<file path="config.mk">
export PLATFORM = sky130hd
export DESIGN_NAME = mem_addr_arbiter_flat
export DESIGN_NICKNAME = d
export VERILOG_FILES = /design/src/rtl/spm_pkg.sv /design/src/rtl/mem_addr_arbiter_if.sv /design/src/rtl/mem_addr_arbiter_rr.sv /design/src/rtl/mem_addr_arbiter.sv /design/src/flat_wrapper.sv
export SDC_FILE = /design/constraint.sdc
export NUM_CORES = 1
export LEC_CHECK = 0
export ABC_AREA = 1
export CAP_MARGIN = 20
export CORE_AREA = 2 2 61 63
export DETAILED_ROUTE_END_ITERATION = 6
export DIE_AREA = 0 0 63 65
export GPL_TIMING_DRIVEN = 0
export PLACE_DENSITY = 0.76
export SYNTH_ARGS = -nofsm -noshare
export SYNTH_HDL_FRONTEND = slang
export SYNTH_HIERARCHICAL = 1
export SYNTH_SLANG_ARGS = --single-unit
</file>
<file path="constraint.sdc">
create_clock -name arb_clk -period 1.49 [get_ports arb_clk]
set_clock_uncertainty 0.1 [all_clocks]
set_input_delay 0.298 -clock arb_clk [delete_from_list [all_inputs] [get_ports arb_clk]]
set_output_delay 0.298 -clock arb_clk [all_outputs]
set_load 0.1 [all_outputs]
</file>
<file path="src/rtl/spm_pkg.sv">
// Shared types and constants for the 8-bit RISC SPM memory path.
package spm_pkg;

    localparam int AW_DEF = 8;
    localparam int DW_DEF = 8;
    localparam int CNT_W  = 4;

    typedef enum logic [1:0] {
        ST_IDLE = 2'd0,
        ST_LOAD = 2'd1,
        ST_WAIT = 2'd2,
        ST_DONE = 2'd3
    } state_t;

    localparam logic GNT_FETCH = 1'b0;
    localparam logic GNT_DATA  = 1'b1;

endpackage

</file>
<file path="src/rtl/mem_addr_arbiter_if.sv">
// Requester, address-register and scratch-pad signals of the arbiter.
interface mem_addr_arbiter_if #(
    parameter int AW = 8,
    parameter int DW = 8
);
    logic          fetch_req;
    logic [AW-1:0] fetch_addr;
    logic          fetch_ack;
    logic          data_req;
    logic          data_we;
    logic [AW-1:0] data_addr;
    logic [DW-1:0] data_wdata;
    logic          data_ack;
    logic [DW-1:0] rdata;
    logic          addr_wr_en;
    logic [AW-1:0] addr_in;
    logic          mem_we;
    logic [DW-1:0] mem_wdata;
    logic [DW-1:0] mem_rdata;
    logic          busy;

    modport slave (
        input  fetch_req, fetch_addr, data_req, data_we,
        input  data_addr, data_wdata, mem_rdata,
        output fetch_ack, data_ack, rdata, addr_wr_en,
        output addr_in, mem_we, mem_wdata, busy
    );

    modport master (
        output fetch_req, fetch_addr, data_req, data_we,
        output data_addr, data_wdata, mem_rdata,
        input  fetch_ack, data_ack, rdata, addr_wr_en,
        input  addr_in, mem_we, mem_wdata, busy
    );
endinterface

</file>
<file path="src/rtl/mem_addr_arbiter_rr.sv">
// Two-way round-robin pick; the last winner only moves on a grant strobe.
module rr_arb2
    import spm_pkg::*;
(
    input  logic       clk,
    input  logic       rst_n,
    input  logic [1:0] req,
    input  logic       stb,
    output logic       gnt_id
);
    logic last;

    always_ff @(posedge clk) begin
        if (!rst_n)
            last <= GNT_DATA;
        else if (stb)
            last <= gnt_id;
    end

    // req[0] is fetch, req[1] is data
    always_comb begin
        gnt_id = GNT_FETCH;
        unique case (req)
            2'b10:   gnt_id = GNT_DATA;
            2'b11:   gnt_id = ~last;
            default: gnt_id = GNT_FETCH;
        endcase
    end
endmodule

</file>
<file path="src/rtl/mem_addr_arbiter.sv">
// Shares the address register between fetch and data, sequencing
// a fixed-latency scratch-pad access per grant.
module mem_addr_arbiter
    import spm_pkg::*;
#(
    parameter int AW      = AW_DEF,
    parameter int DW      = DW_DEF,
    parameter int MEM_LAT = 2
) (
    input  logic         arb_clk,
    input  logic         arb_rst_n,
    mem_addr_arbiter_if.slave bus
);
    localparam logic [CNT_W-1:0] CNT_INIT = CNT_W'(MEM_LAT - 1);

    state_t           state;
    state_t           state_nx;
    logic             gnt_q;
    logic             we_q;
    logic [DW-1:0]    wdata_q;
    logic [DW-1:0]    rdata_q;
    logic [CNT_W-1:0] cnt;
    logic             pick;
    logic             stb;

    assign stb = (state == ST_IDLE)
               && (bus.fetch_req || bus.data_req);

    rr_arb2 u_arb (
        .clk    (arb_clk),
        .rst_n  (arb_rst_n),
        .req    ({bus.data_req, bus.fetch_req}),
        .stb    (stb),
        .gnt_id (pick)
    );

    always_ff @(posedge arb_clk) begin
        if (!arb_rst_n) begin
            state   <= ST_IDLE;
            gnt_q   <= GNT_FETCH;
            we_q    <= 1'b0;
            wdata_q <= '0;
            rdata_q <= '0;
            cnt     <= '0;
        end else begin
            state <= state_nx;
            if (stb) begin
                gnt_q   <= pick;
                we_q    <= (pick == GNT_DATA) && bus.data_we;
                wdata_q <= bus.data_wdata;
            end
            if (state == ST_LOAD)
                cnt <= CNT_INIT;
            else if (state == ST_WAIT && cnt != '0)
                cnt <= cnt - 1'b1;
            // read data is valid on the last wait cycle only
            if (state == ST_WAIT && cnt == '0 && !we_q)
                rdata_q <= bus.mem_rdata;
        end
    end

    always_comb begin
        state_nx       = state;
        bus.addr_wr_en = 1'b0;
        bus.addr_in    = '0;
        bus.mem_we     = 1'b0;
        bus.mem_wdata  = '0;
        bus.fetch_ack  = 1'b0;
        bus.data_ack   = 1'b0;
        unique case (state)
            ST_IDLE: begin
                if (stb)
                    state_nx = ST_LOAD;
            end
            ST_LOAD: begin
                bus.addr_wr_en = 1'b1;
                bus.addr_in    = (gnt_q == GNT_DATA)
                               ? bus.data_addr
                               : bus.fetch_addr;
                state_nx       = ST_WAIT;
            end
            ST_WAIT: begin
                if (we_q) begin
                    bus.mem_we    = 1'b1;
                    bus.mem_wdata = wdata_q;
                end
                if (cnt == '0)
                    state_nx = ST_DONE;
            end
            ST_DONE: begin
                bus.fetch_ack = (gnt_q == GNT_FETCH);
                bus.data_ack  = (gnt_q == GNT_DATA);
                state_nx      = ST_IDLE;
            end
            default: state_nx = ST_IDLE;
        endcase
    end

    assign bus.rdata = rdata_q;
    assign bus.busy  = (state != ST_IDLE);
endmodule

</file>
<file path="src/flat_wrapper.sv">
// flat-port wrapper written by rule: the top's interface ports become plain ports
module mem_addr_arbiter_flat import spm_pkg::*;
#(
    parameter int AW      = AW_DEF,
    parameter int DW      = DW_DEF,
    parameter int MEM_LAT = 2
)
  (arb_clk, arb_rst_n, bus_fetch_req, bus_fetch_addr, bus_data_req, bus_data_we, bus_data_addr, bus_data_wdata, bus_mem_rdata, bus_fetch_ack, bus_data_ack, bus_rdata, bus_addr_wr_en, bus_addr_in, bus_mem_we, bus_mem_wdata, bus_busy);
  mem_addr_arbiter_if #(.AW(AW), .DW(DW)) bus_i ();
  input  logic arb_clk;
  input  logic arb_rst_n;
  input wire logic [$bits(bus_i.fetch_req)-1:0] bus_fetch_req;
  input wire logic [$bits(bus_i.fetch_addr)-1:0] bus_fetch_addr;
  input wire logic [$bits(bus_i.data_req)-1:0] bus_data_req;
  input wire logic [$bits(bus_i.data_we)-1:0] bus_data_we;
  input wire logic [$bits(bus_i.data_addr)-1:0] bus_data_addr;
  input wire logic [$bits(bus_i.data_wdata)-1:0] bus_data_wdata;
  input wire logic [$bits(bus_i.mem_rdata)-1:0] bus_mem_rdata;
  output wire logic [$bits(bus_i.fetch_ack)-1:0] bus_fetch_ack;
  output wire logic [$bits(bus_i.data_ack)-1:0] bus_data_ack;
  output wire logic [$bits(bus_i.rdata)-1:0] bus_rdata;
  output wire logic [$bits(bus_i.addr_wr_en)-1:0] bus_addr_wr_en;
  output wire logic [$bits(bus_i.addr_in)-1:0] bus_addr_in;
  output wire logic [$bits(bus_i.mem_we)-1:0] bus_mem_we;
  output wire logic [$bits(bus_i.mem_wdata)-1:0] bus_mem_wdata;
  output wire logic [$bits(bus_i.busy)-1:0] bus_busy;
  assign bus_i.fetch_req = bus_fetch_req;
  assign bus_i.fetch_addr = bus_fetch_addr;
  assign bus_i.data_req = bus_data_req;
  assign bus_i.data_we = bus_data_we;
  assign bus_i.data_addr = bus_data_addr;
  assign bus_i.data_wdata = bus_data_wdata;
  assign bus_i.mem_rdata = bus_mem_rdata;
  assign bus_fetch_ack = bus_i.fetch_ack;
  assign bus_data_ack = bus_i.data_ack;
  assign bus_rdata = bus_i.rdata;
  assign bus_addr_wr_en = bus_i.addr_wr_en;
  assign bus_addr_in = bus_i.addr_in;
  assign bus_mem_we = bus_i.mem_we;
  assign bus_mem_wdata = bus_i.mem_wdata;
  assign bus_busy = bus_i.busy;
  mem_addr_arbiter #(.AW(AW), .DW(DW), .MEM_LAT(MEM_LAT)) u_core (.arb_clk(arb_clk), .arb_rst_n(arb_rst_n), .bus(bus_i));
endmodule
</file>
# Word-level counts from Yosys, hierarchy flattened
# Cells that the tools add are included.
dict set report classes {
  magnitude_cmp 0
  n_mux 15
  bitwise_logic 3
  shifts 0
  reduce_logical 14
  n_mul 0
  n_addsub 1
  n_div 0
  n_eq_ne 7
}
# op n
set op_table {}
lappend op_table {{two-way mux 8 bit} 4}
lappend op_table {{== test 2 bit (second input constant)} 4}
lappend op_table {{case mux 2 bit (4 select lines)} 1}
lappend op_table {{two-way mux 1 bit} 7}
lappend op_table {{logical AND 1 bit} 5}
lappend op_table {{zero test 4 bit} 1}
lappend op_table {{two-way mux 2 bit} 2}
lappend op_table {{nonzero test 2 bit} 2}
lappend op_table {{nonzero test 4 bit} 1}
lappend op_table {{subtractor 4 x 1 -> 4 bit (second input constant)} 1}
lappend op_table {{inverter 1 bit} 3}
lappend op_table {{== test 2 x 1 -> 1 bit (second input constant)} 1}
lappend op_table {{zero test 2 bit} 1}
lappend op_table {{!= test 2 x 1 -> 1 bit (second input constant)} 1}
lappend op_table {{!= test 2 bit (second input constant)} 1}
lappend op_table {{case mux 1 bit (2 select lines)} 1}
lappend op_table {{AND reduction 2 bit} 1}
lappend op_table {{OR reduction 2 bit} 1}
lappend op_table {{zero test 1 bit} 1}
lappend op_table {{logical OR 1 bit} 1}
dict set report totals {
  ram_bits 0
  memories 0
  mem_bits_ro 0
  latch_bits 0
  output_inout_bits 29
  register_bits 25
  inputBits 37
  elab_cells 48
}

# Logic depth before layout (Yosys ltp)
# Gate-level depths: netlist of run 1.
dict set report logic_depth {
  depth_word 4
  mapped_depth 8
  depth_no_buf 8
}

# By module
# The synthesis of run 1 kept the hierarchy.
# module n_inst area_each_um2 cells_each seq_area_each_um2
set by_module_without_submodules {}
lappend by_module_without_submodules {mem_addr_arbiter 1 1268.7 187 480.5}
lappend by_module_without_submodules {rr_arb2 1 51.3 8 20.0}

# Worst setup path before layout of run 1
# OpenSTA, ideal clock, no wires.
dict set report synth_path {
  path_type {reg2out}
  start {register u_core.state[1]}
  end {output bus_addr_in[0]}
  path_buffers 1
  arrival_time_ns 2.877
  path_slack_ns -1.785
  stages_incl_launch_ff 6
  required_ns 1.092
  cell_sequence {dfxtp_1 > inv_1 > ha_1 > clkbuf_1 > o21ai_0 > nor2_1}
}
dict set report synth_via {
  elab_chain_cells 2
}
# element line
set synth_lines {}
lappend synth_lines {{from (decl)} mem_addr_arbiter.sv:16} ;# state_t state;
lappend synth_lines {{from (signal assigned)} mem_addr_arbiter.sv:46} ;# state <= state_nx;
lappend synth_lines {{== test 2 x 1 -> 1 bit} mem_addr_arbiter.sv:70} ;# unique case (state)
lappend synth_lines {{two-way mux 8 bit} mem_addr_arbiter.sv:70}
lappend synth_lines {{to (decl)} flat_wrapper.sv:23} ;# output wire logic [$bits(bus_i.addr_in)-1:0] bus_addr_in;
# No other way between the ends.

# Worst setup path after layout of run 1
dict set report layout_path {
  start {register u_core.state[1]}
  end {output bus_addr_in[4]}
}
# Same word-level chain as after synthesis.

==> run_results.csv, run 1 <==
group,metric,value,unit
place,place_ws,-1030,ps
sta,setup_viol,32,
critical_path,slowest_delay,390,ps
critical_path,worstPathCellList,"inv_4 -> ha_4 -> clkbuf_16 -> o21ai_2 -> nor2_4 -> buf_12",
grt,grt_max_degree,14,
pwr,p_leak,1.095,nW
yosys,ys_seq_area_share,37.91,%
grt,grt_pass1_wl,6927,um
detailed_routing,avgRoutedWirePerCell,14.09,um
place,gp_congestion,0.7832,
critical_path,slowest_stage,"dfxtp_4",
clocking,htreeDepth,1,
cells_and_area,final_cell_count_no_fill,329,
yosys,yosysTopAreaCellShare,37.91,%
critical_path,arrival,1450,ps
clocking,clkTransAtPathRegs,130,ps
yosys,yosys_register_bits,25,
clocking,cts_num_sinks,25,
critical_path,crit_family,"buffers and inverters",
detailed_routing,first_pass_iters,4,
yosys,syn_area_per_cell,6.769,um2
die,start_util,37.76,%
critical_path,cp.depth,6,
sta,fin_crit_sh,123.8,%
cells_and_area,final-seq-area,510.5,um2
cells_and_area,diodes,0,
place,dp_hpwl,2537,um
clocking,clockBufferDepth,2,
sta,hold_ws,388.9,ps
detailed_routing,detail-route-antenna-nets,0,
die,die_h,65,um
yosys,ys_warn_count,6,
yosys,synth_fp_nets,238,
die,coreArea,0.003496,mm2
yosys,synth.area.top_cells,"dfxtp_1 38%, nor2_1 15%, nand2_1 8.0%",
cells_and_area,syn2layout_area_growth,108.2,%
grt,overflow,0,
grt,antenna_found_initial,0,
critical_path,end_kind,"primary output",
detailed_routing,drc,0,
die,io_pins,66,
yosys,synth_area_leader_cell,"dfxtp_1",
sta,hold_viol,0,
place,port-buffer-count,65,
critical_path,worstSetupStartpointType,"flip-flop",
detailed_routing,viasPerCell,4.778,
die,fp.dieW,63,um
cells_and_area,drive_above_1_share,38.79,%
critical_path,rr_worst_depth,10,
min_path,worstHoldPathType,"reg -> reg",
die,row_count,22,
critical_path,critical_path_required,1090,ps
sta,worstMarginPinSlew,312.5,ps
place,placedCellCount,308,
die,dieArea,0.004095,mm2
min_path,worstHoldPathCells,2,
sta,worst_slack,-354.9,ps
detailed_routing,vias,1572,
sta,slew_headroom,79.17,%
grt,grt_pass1_vias,1545,
yosys,synthCells,195,
yosys,synth_area,0.001320,mm2
cells_and_area,nets,325,
flow_run,maxCapViolations,0,
clocking,numCtsBuffers,3,
status,status,"finished with violations",
cells_and_area,multi_input_area,992.2,um2
detailed_routing,wirelength,4637,um
yosys,yosysUniqueCellTypes,21,
sta,slew_viol_final,0,
critical_path,critical_path_class,"reg -> out",
status,violations,"setup timing",
grt,grt_util_all_layers,20.96,%
clocking,clk_latency,310,ps
clocking,clockRootBuffer,"clkbuf_4",
sta,fmax,542.0,MHz
critical_path,path_buf_inv,3,
pwr,power_density,1907,mW/mm2
clocking,cts_tree,"built",
sta,min_period,1845,ps
detailed_routing,first_iter_violations,47,
sta,rsz0062_at_grt,"true",
critical_path,cp_max_fo,5,
cells_and_area,n_fill_cell,240,
pwr,irDropWorstVdd,0.001194,V
[worst register-to-register path, delay by kind of cell (launching register included)]
family / cells / cell delay (ps)
and+or+nand+nor: 3 / 270
DFF: 1 / 390
buffers and inverters: 6 / 580
adders and majority gates: 1 / 220
[final timing paths]
| kind | startpoint | endpoint | slack, ps |
|---|---|---|---|
| max | u_core/state[1]$_SDFFE_PN0P_ | bus_addr_in[4] | -350 |
| min | u_core/bus.rdata[4]$_SDFFE_PN0P_ | u_core/bus.rdata[4]$_SDFFE_PN0P_ | 390 |
| max reg2reg | u_core/state[0]$_SDFFE_PN0P_ | u_core/bus.rdata[0]$_SDFFE_PN0P_ | -120 |
| min reg2reg | u_core/bus.rdata[4]$_SDFFE_PN0P_ | u_core/bus.rdata[4]$_SDFFE_PN0P_ | 390 |
[metal layers]
layer  up-vias  track usage (%)  part of all wire (%)
met5         -                0                     0
met4         0            7.778                  0.95
met3         6            4.514                   4.7
met2        48            37.90                    55
met1       730            24.15                    39
li1        788                -                     -
[per-stage QoR]
stage	area [um2]	TNS [ps]	util, %	power, W
final	2748	-7293	78.60	0.005239
after CTS	2603	-7137	74.45	0.004812
after floorplan	1559	-5506	-	0.003477
after global routing	2748	-9582	78.60	0.005509
after detailed placement	2270	-27150	64.92	0.004088
after global placement	2270	-26940	64.92	0.004055
[cells in the mapped netlist]
cell type	n
nor2_1	51
nand2_1	28
inv_1	26
dfxtp_1	25
o21ai_0	16
a21oi_1	13
nand3b_1	8
ha_1	6
nand3_1	5
clkbuf_1	3
buf_2	2
nand4_1	2
nor2_2	2
a31oi_1	1
and2_1	1
buf_4	1
inv_2	1
nand2_2	1
nand2_4	1
nor3_4	1
o21ai_4	1
[registers in the layout (all words and copies together), names as in the netlist]
name,count
u_core/bus.rdata,8
u_core/cnt,4
u_core/gnt_q,1
u_core/state,2
u_core/u_arb/last,1
u_core/wdata_q,8
u_core/we_q,1
[kinds of logic after synthesis]
family / count (synthesis) / share of synthesized area, %
AND/OR/NAND/NOR: 100 / 33.84
buffers and inverters: 33 / 9.857
AO/OA/AOI/OAI: 31 / 12.70
flip-flops: 25 / 37.91
adder cells (fa/ha/maj): 6 / 5.687
[power by group]
part           internal, W  total, W  switching, W
Clock             0.000104  0.000300      0.000196
Sequential        0.000889   0.00103      0.000139
Combinational      0.00139   0.00391       0.00252
Total              0.00238   0.00524       0.00286
[cell type report]
class                           instances  share of cell area, %
Buffer                                  5                  2.049
Clock buffer                            4                 0.9563
Inverter                               27                  4.372
Multi-Input combinational cell        138                  36.11
Sequential cell                        25                  18.58
Tap cell                               48                  2.186
Timing Repair Buffer                   82                  35.75
[layout by cell type (no fill, tap or decap), types with 2 or more instances in the layout]
master,instances
clkdlybuf4s50_1,36
nor2_1,31
nand2_1,23
buf_4,21
inv_1,21
dfxtp_1,21
buf_12,20
nor2_4,19
a21oi_1,13
nand3b_1,8
o21ai_0,8
o21ai_2,5
clkbuf_4,4
o21ai_4,4
nand2_2,4
nand3_1,4
nand2_8,3
clkinvlp_4,3
inv_4,3
nor2_2,3
ha_4,3
buf_6,3
buf_8,2
nand4_1,2
ha_1,2
dfxtp_2,2
dfxtp_4,2
[what timing repair did]
| item | 4_1_cts | 5_1_grt |
|---|---|---|
| endpoints found under the hold margin | 0 | 0 |
| setup endpoints to repair | 30 | 46 |
| gates cloned | 2 | 0 |
| gates resized for setup | 246 | 25 |
| hold buffers | 0 | 0 |
| buffers inserted | 7 | 9 |
| pin swaps | 14 | 8 |
Power figures use the tool's default switching activity.
==> run 2: changes to the inputs <==
--- a/config.mk
+++ b/config.mk
@@ -12,6 +12,7 @@
 export DIE_AREA = 0 0 63 65
 export GPL_TIMING_DRIVEN = 0
 export PLACE_DENSITY = 0.76
+export SLEW_MARGIN = 25
 export SYNTH_ARGS = -nofsm -noshare
 export SYNTH_HDL_FRONTEND = slang
 export SYNTH_HIERARCHICAL = 1
==> results of run 2 <==
The final DEF is identical to that of run 1; final timing and power are the same.
==> patch (config.mk and constraints of run 2) <==
`CNT_W`: 4 -> 3.
--- a/src/rtl/spm_pkg.sv
+++ b/src/rtl/spm_pkg.sv
@@ -3,7 +3,7 @@
 
     localparam int AW_DEF = 8;
     localparam int DW_DEF = 8;
-    localparam int CNT_W  = 4;
+    localparam int CNT_W  = 3;
 
     typedef enum logic [1:0] {
         ST_IDLE = 2'd0,
Check against the original RTL: no difference found for any inputs over 10 cycles, from zero or initial values and one cycle with arb_rst_n low; that may be too few to reach the edited logic, so the function may still have changed.
==> patch against run 2 <==
The flow still finishes with violations (negative setup slack). Critical path depth did not move. Setup slack gained 27 ps. Die area did not move. Count of clock-buffer cells in the layout unchanged. Wire length fell by 1.3%. Final cell count shrank 2.7%. Via count decreased by 3.3%. Area after synthesis down 2.3%. Worst hold slack better by 5.2 ps. Utilization shrank 2.0 points. Sequential cell count is 1 lower. Total power up 0.64%. Final area down 2.5%. Critical path type unchanged.
==> patch: results (changes against run 2) <==
- Lkg Pwr: 0.00109 uW (-0.83%)
- Worst-path fanout max: 5 (unchanged)
- Mapped Nets: 238 (unchanged)
- Hpwl dp: 2500 um (-1.3%)
- Drt first pass iters: 4 (unchanged)
- Sequential element share of the synthesized area: 37.2% (-0.67 points)
- Clk buf depth: 2 (unchanged)
- R2R setup slack: -110 ps
- # diodes: 0 (unchanged)
- Setup WS post-layout: -328 ps (+27.1 ps)
- Via count: 1520 (-3.3%)
- Root Buffer: clkbuf_4
- Setup tns final: -6410 ps (+882 ps)
- Distinct cells, synth: 20 (-4.8%)
- Post-Place Cells: 306 (-0.65%)
- Slowest CP cell: dfxtp_4
- Fin nets: 318 (-2.2%)
- CP Launch Point: u_core/state[1]$_SDFFE_PN0P_
- Slew @ Worst Pin: 487 ps (+174 ps)
- Synthesized area per cell: 6.68 um^2 (-1.3%)
- Min-Delay Path Class: reg -> reg
- Status: complete, but fails checks
- Clk Latency, worst-skew pair: 320 ps
- First-pass GRT wire length: 6870 um (-0.79%)
- Pre-CTS setup slack: -1080 ps (-55.1 ps)
- CP peak stage delay: 390 ps (about the same)
- FFs w/ async S/R, synth: 0% (unchanged)
- Fill cell count: 231 (-3.8%)
- HP Start: u_core/cnt[1]$_SDFFE_PP0P_
- Worst EP arrival: 1420 ps (-30 ps)
- Layout cells sized above 1: 40.8% (+2.0 points)
- Post-Synth XOR/XNOR Area: 0% (unchanged)
- DR WL/cell: 14.3 um (+1.4%)
- Hold Path Stages: 2 (unchanged)
- Main synth FF type: dfxtp_1
- Routed WL: 4580 um (-1.3%)
- Power Internal: 2370 uW (-0.31%)
- Grt total ovfl: 0 (unchanged)
- GR Util All Layers: 21.0% (+0.059 points)
- Synth Area in Compound Gates: 11.8% (-0.87 points)
- DR iter-0 viols: 47 (unchanged)
- Cells on worst reg2reg path: 9 (-1)
- Syn. warnings: 6 (unchanged)
- Ranking of synthesized cells by area: dfxtp_1 37%, nor2_1 16%, o21ai_0 9.3%
- Initial antenna violation count: 0 (unchanged)
- Hold slack: 394 ps (+5.22 ps)
- Mux share of post-synthesis cell area: 0% (unchanged)
- Synth cell count leaders: 55 x nor2_1, 28 x inv_1, 24 x dfxtp_1, 24 x o21ai_0, 22 x nand2_1
- Setup-failing EPs final: 31 (-3.1%)
- Max IR drop VDD: 0.00123 V (+3.4%)
- Largest net degree at the start of global routing: 14 (unchanged)
- CTS clock-pin slew for the worst setup and hold paths: 110 ps (-20 ps)
- Violated checks: negative setup slack
- Number of CTS-inserted buffers: 3 (unchanged)
- Htree depth: 1 (unchanged)
- Port bufs: 65 (unchanged)
- Adder-cell share of the synthesized area: 7.76% (+2.1 points)
- RePlAce Congestion: 0.726 (-7.4%)
==> patch: cell types whose count changed in the layout (fill, tap and decap cells not counted), sizes merged, moves of 2 or more <==
| cell | before | now |
|---|---|---|
| buf | 47 | 33 |
| a21oi | 13 | 5 |
| clkbuf | 8 | 15 |
| nand2 | 31 | 24 |
| nand3b | 8 | 1 |
| nor3 | 1 | 8 |
| o21ai | 17 | 24 |
| nor2 | 53 | 56 |
| ha | 6 | 8 |
| inv | 24 | 26 |
==> patch: power groups by stage <==
stage / Sequential, uW / Combinational [uW] / Clock [uW]
final: 1020 / 3910 / 343
after floorplan: 1490 / 1960 / 0
after CTS: 1010 / 3510 / 345
after global routing: 1050 / 4110 / 367
after detailed placement: 995 / 3080 / 0
after global placement: 985 / 3050 / 0
==> patch: cell families (layout without fill, tap and decap cells) <==
| logic type | after synthesis | after routing |
|---|---|---|
| compound gates | 30 | 30 |
| fa+ha+maj | 8 | 8 |
| buf+inv | 35 | 114 |
| flops | 24 | 24 |
| simple gates | 96 | 96 |
==> patch: final timing paths <==
kind                                    endpoint
setup reg to reg  u_core/wdata_q[4]$_SDFFE_PN0P_
hold / removal        u_core/cnt[1]$_SDFFE_PP0P_
setup / recovery                  bus_addr_in[1]
hold reg to reg       u_core/cnt[1]$_SDFFE_PP0P_
==> patch: cell type report <==
| cell class | count | area share, % |
|---|---|---|
| sequential | 24 | 18.3 |
| timing repair inverter | 1 | 0.327 |
| inverter | 29 | 5.14 |
| clock buffer | 4 | 1.35 |
| tap | 48 | 2.24 |
| timing repair buffer | 74 | 33.8 |
| buffer | 6 | 2.85 |
| multi-input combinational | 134 | 36.0 |
==> patch: what timing repair did <==
| item | CTS | global route |
|---|---|---|
| gates resized for setup | 245 | 41 |
| buffers inserted | 6 | 2 |
| cloned | 1 | 2 |
| endpoints found under the setup margin | 38 | 44 |
| pin swaps | 12 | 7 |
==> patch: through the flow <==
stage	total power [uW]	utilization (%)	cell area (um^2)
6_report	5270	76.6	2680
5_1_grt	5520	76.6	2680
4_1_cts	4870	72.7	2540
3_5_place_dp	4070	63.5	2220
3_3_place_gp	4040	63.5	2220
2_1_floorplan	3450	-	1510
==> patch: per-layer routing <==
layer | vias to the layer above | wire length, um | global-route usage (%) | share of wire [%]
met5 | - | 0 | 0 | 0
met4 | 0 | 65 | 3.89 | 1.4
met3 | 7 | 215 | 5.03 | 4.7
met2 | 43 | 2570 | 40.2 | 56
met1 | 713 | 1720 | 23.7 | 38
li1 | 757 | - | - | -
==> patch: critical path, delay by kind of cell (launching register included) <==
kind | cells | cell delay [ps]
flops | 1 | 390
compound gates | 1 | 70
fa+ha+maj | 1 | 140
simple gates | 1 | 120
buf+inv | 3 | 390
